--- src/rtl/multicycle_controller.sv ---
// rtl/multicycle_controller.sv - multi-cycle RISC-V sequencing FSM with handshaked memories
//
// Ports:
//   clk, rst             rising-edge clock, synchronous active-high reset
//   opcode               instruction[6:0] from the instruction register
//   branch_cond          branch comparator result (1 = taken)
//   imem_req/imem_ready  instruction fetch handshake
//   dmem_req/dmem_we/dmem_ready  data access handshake (we: 1 store, 0 load)
//   ir_we, pc_we, pc_src datapath enables/selects for IR and PC
//   reg_we, wb_sel       register-file write enable and writeback source
//   alu_src, alu_op      ALU operand-B source and operation class
//   imm_sel              immediate format (00 I, 01 S, 10 B)
//   illegal              sticky trap flag (held until reset)
//   instret              retired-instruction count, wraps modulo 2^XLEN

module multicycle_controller #(
  parameter int XLEN = 32
) (
  input  logic            clk,
  input  logic            rst,
  input  logic [6:0]      opcode,
  input  logic            branch_cond,
  output logic            imem_req,
  input  logic            imem_ready,
  output logic            dmem_req,
  output logic            dmem_we,
  input  logic            dmem_ready,
  output logic            ir_we,
  output logic            pc_we,
  output logic            pc_src,
  output logic            reg_we,
  output logic            wb_sel,
  output logic            alu_src,
  output logic [1:0]      alu_op,
  output logic [1:0]      imm_sel,
  output logic            illegal,
  output logic [XLEN-1:0] instret
);

  typedef enum logic [2:0] {
    S_FETCH, S_DECODE, S_EXEC, S_MEM, S_WB, S_TRAP
  } state_t;

  typedef enum logic [2:0] {
    C_NONE, C_R, C_I, C_L, C_S, C_B
  } cls_t;

  localparam logic [6:0] OP_R = 7'b0110011;
  localparam logic [6:0] OP_I = 7'b0010011;
  localparam logic [6:0] OP_L = 7'b0000011;
  localparam logic [6:0] OP_S = 7'b0100011;
  localparam logic [6:0] OP_B = 7'b1100011;

  state_t state;
  cls_t   cls;
  cls_t   dec_cls;

  always_comb begin
    case (opcode)
      OP_R:    dec_cls = C_R;
      OP_I:    dec_cls = C_I;
      OP_L:    dec_cls = C_L;
      OP_S:    dec_cls = C_S;
      OP_B:    dec_cls = C_B;
      default: dec_cls = C_NONE;
    endcase
  end

  always_ff @(posedge clk) begin
    if (rst) begin
      state   <= S_FETCH;
      cls     <= C_NONE;
      instret <= '0;
    end else begin
      case (state)
        S_FETCH:  if (imem_ready) state <= S_DECODE;
        S_DECODE: begin
          cls   <= dec_cls;
          state <= (dec_cls == C_NONE) ? S_TRAP : S_EXEC;
        end
        S_EXEC: begin
          case (cls)
            C_R, C_I: state <= S_WB;
            C_L, C_S: state <= S_MEM;
            C_B:      state <= S_FETCH;
            default:  state <= S_TRAP;
          endcase
        end
        S_MEM:    if (dmem_ready) state <= (cls == C_L) ? S_WB : S_FETCH;
        S_WB:     state <= S_FETCH;
        S_TRAP:   state <= S_TRAP;
        default:  state <= S_FETCH;
      endcase
      // The final pc_we of every instruction is its retirement point.
      if (pc_we) instret <= instret + XLEN'(1);
    end
  end

  // Outputs decode from state/cls plus the same-cycle ready qualifiers;
  // everything is forced low while rst is high so an abort writes nothing.
  always_comb begin
    imem_req = 1'b0;
    dmem_req = 1'b0;
    dmem_we  = 1'b0;
    ir_we    = 1'b0;
    pc_we    = 1'b0;
    pc_src   = 1'b0;
    reg_we   = 1'b0;
    wb_sel   = 1'b0;
    alu_src  = 1'b0;
    alu_op   = 2'b00;
    imm_sel  = 2'b00;
    illegal  = 1'b0;
    if (!rst) begin
      if (state == S_EXEC || state == S_MEM || state == S_WB) begin
        case (cls)
          C_R: begin alu_src = 1'b0; alu_op = 2'b10; end
          C_I: begin alu_src = 1'b1; imm_sel = 2'b00; alu_op = 2'b10; end
          C_L: begin alu_src = 1'b1; imm_sel = 2'b00; alu_op = 2'b00; end
          C_S: begin alu_src = 1'b1; imm_sel = 2'b01; alu_op = 2'b00; end
          C_B: begin alu_src = 1'b0; imm_sel = 2'b10; alu_op = 2'b01; end
          default: ;
        endcase
      end
      case (state)
        S_FETCH: begin
          imem_req = 1'b1;
          ir_we    = imem_ready;
        end
        S_EXEC: begin
          if (cls == C_B) begin
            pc_we  = 1'b1;
            pc_src = branch_cond;
          end
        end
        S_MEM: begin
          dmem_req = 1'b1;
          dmem_we  = (cls == C_S);
          if (cls == C_S && dmem_ready) pc_we = 1'b1;
        end
        S_WB: begin
          reg_we = 1'b1;
          wb_sel = (cls == C_L);
          pc_we  = 1'b1;
        end
        S_TRAP:  illegal = 1'b1;
        default: ;
      endcase
    end
  end

endmodule

--- config.mk ---
export PLATFORM = sky130hd
export DESIGN_NAME = multicycle_controller
export DESIGN_NICKNAME = d
export VERILOG_FILES = /design/src/rtl/multicycle_controller.sv
export SDC_FILE = /design/constraint.sdc
export NUM_CORES = 1
export LEC_CHECK = 0
export BUFFER_PORTS_ARGS = -buffer_cell sky130_fd_sc_hd__buf_2
export CORE_MARGIN = 3
export CORE_UTILIZATION = 52
export DETAILED_ROUTE_END_ITERATION = 10
export PLACE_DENSITY_LB_ADDON = 0.1
export SKIP_LAST_GASP = 1
export SLEW_MARGIN = 0
export SYNTH_ARGS = -nofsm -noshare
export SYNTH_HDL_FRONTEND = slang
export SYNTH_SLANG_ARGS = --single-unit
--- constraint.sdc ---
create_clock -name clk -period 2.66 [get_ports clk]
set_input_delay 0.266 -clock clk [delete_from_list [all_inputs] [get_ports clk]]
set_output_delay 0.266 -clock clk [all_outputs]
set_load 0.01 [all_outputs]
==> reports/metrics.yaml <==
status: "finished clean"
h-tree-depth: 2
clock-sinks: 38
design_area_um2: 2520
synthTopCellsByArea: "dfxtp_1 36%, xor2_1 7.8%, nor2_1 6.5%"
pin_count: 58
fmax_ghz: 0.409
fill_cells: 361
root_buffer: "clkbuf_8"
synth_top_area_share_pct: 35.6
fp-row-count: 22
yosys-top-cells-count: "38 x dfxtp_1, 37 x nor2_1, 20 x o21ai_0"
clkLatencyLatePin_ns: 0.28
rsz0062_at_grt: "false"
hold_class: "in -> reg"
max-vdd-ir-drop_uv: 304
ant_nets: 0
cts_setup_buffers: 0
synth.yosys.seq_area_share_pct: 35.6
syn_inst: 262
antenna_found_initial: 0
multi_input_area_um2: 1270
die_w_um: 70.1
firstDrtPassIters: 5
routed_wl_mm: 4.81
yosysMostFrequentCell: "dfxtp_1"
p_sw_share_pct: 21.2
cp-end-kind: "output pin"
gp_congestion: 0.867
drive_gt1_share_pct: 24.0
cp.required_ns: 2.39
tightest_slew_ns: 0.761
io_buffers: 57
syn_area_per_cell_um2: 8.17
crit_type: "reg -> out"
leakagePower_nw: 1.03
layout_worst_path_cycle_share_pct: 92.0
viasPerCell: 5.70
setup_tns_ns: 0
die_area_um2: 4920
drtIter0Drc: 101
seqPwrFrac_pct: 52.2
synthArstFlopShare_pct: 0
diodes: 0
cp_max_fo: 14
cts.repair.resized: 0
power_density_nw_per_um2: 442
ctsHoldBuffers: 0
clk_pin_slew_ns: 0.07
synthDistinctLibCells: 43
synth_edf_count: 0
yosys.area.top_type: "dfxtp_1"
vias: 2052
skew_ns: 0.00483
drc: 0
grt_first_pass_wirelength_mm: 8.48
yosysWarnings: 0
final_util_pct: 66.3
overflow: 0
seqCellArea_um2: 761
min_period_ns: 2.45
worstPathArrival_ns: 2.18
syn2layout_area_growth_pct: 17.7
numCtsBuffers: 5
start_util_pct: 56.3
combPwrFrac_pct: 5.4
first_global_vias: 1842
cts_tree: "built"
hold_viol: 0
clock_power_share_pct: 42.3
p_int_mw: 0.877
hpwl_mm: 3.45
p_total_mw: 1.11
cap_violations: 0
crit_path_start_kind: "register"
slew-limit-headroom_pct: 49.3
cts_buffer_depth: 2
setup_violations: 0
wl_per_cell_um: 13.4
core_area_um2: 3800
track_usage_pct: 20.6
power.switching_mw: 0.236
placed_area_um2: 2410
synth_area_um2: 2140
syn_nets: 275
final_nets: 324
grt_max_degree: 44
ys_seq_elements: 38
synth_flop_cell: "dfxtp_1"
drv_slew: 0
die_h_um: 70.1
==> area by class of cell <==
type / instances / area share, %
clock buffer: 7 / 3.03
clock inverter: 1 / 1.19
multi-input combinational: 202 / 50.3
inverter: 4 / 0.596
timing repair buffer: 60 / 12.2
sequential: 38 / 30.2
tap: 48 / 2.39
==> worst max-delay path: stages, from the launching register on <==
cell and delay [ns]:
dfxtp_1 0.50, or3b_4 0.47, o22ai_4 0.32, buf_4 0.27
nor2_1 0.09, nor2_1 0.09, buf_2 0.15
==> metal layers <==
metal	GRT usage [%]	up-vias	part of all wire, %
met3	5.18	2	5.3
met1	28.7	951	47
met2	31.7	50	47
met4	5.11	0	0.46
li1	-	1049	-
met5	0	-	0
==> per-stage QoR <==
stage                     hold slack (ns)  cells  setup slack (ns)
final                               0.205    360             0.213
after global routing                0.223    360            0.0824
after CTS                           0.197    360             0.208
after detailed placement            0.475    352             0.417
after global placement              0.467    352             0.515
after floorplan                     0.379    262             0.664
==> worst paths after layout <==
kind / start / end / slack, ns / cells after the start
hold reg to reg: instret[31] / instret[31] / 0.49 / 2
hold / removal: dmem_ready / state[0] / 0.20 / 2
setup reg to reg: cls[2] / instret[22] / 0.41 / 5
setup / recovery: cls[2] / pc_we / 0.21 / 6
==> state kept, by name (all words and copies together) (netlist names) <==
name / cells
instret: 32
cls: 3
state: 3
==> cell families (layout without fill, tap and decap cells) <==
family / after synthesis / after routing / share of synthesized area (%)
mux: 1 / 1 / 0.468
flops: 38 / 38 / 35.6
xor+xnor: 20 / 20 / 8.19
compound gates: 67 / 67 / 21.5
fa+ha+maj: 1 / 1 / 0.585
simple gates: 113 / 113 / 28.5
buf+inv: 22 / 72 / 5.20
==> cell usage in the layout, fill, tap and decap left out, types with 4 or more instances in the layout <==
cell type	count
nor2b_1	5
o211ai_1	4
xor2_1	19
dfxtp_1	38
o21ai_0	20
buf_2	57
or3_1	11
nor3_1	5
a22oi_1	4
nand3_1	8
o2111ai_1	10
nand2_1	10
inv_1	4
nor2_1	37
clkbuf_8	5
and3_1	5
nand4_1	6
nand2b_1	4
and2_1	5
a21oi_1	15
==> power by group through the flow <==
stage	sequential [mW]	clock [mW]	combinational (mW)
finish	0.581	0.471	0.0606
global route	0.583	0.513	0.0682
CTS	0.581	0.486	0.0613
detailed placement	0.594	0	0.0613
global placement	0.594	0	0.0604
floorplan	0.589	0	0.0444
No activity file was read; power rests on OpenSTA's default activity.
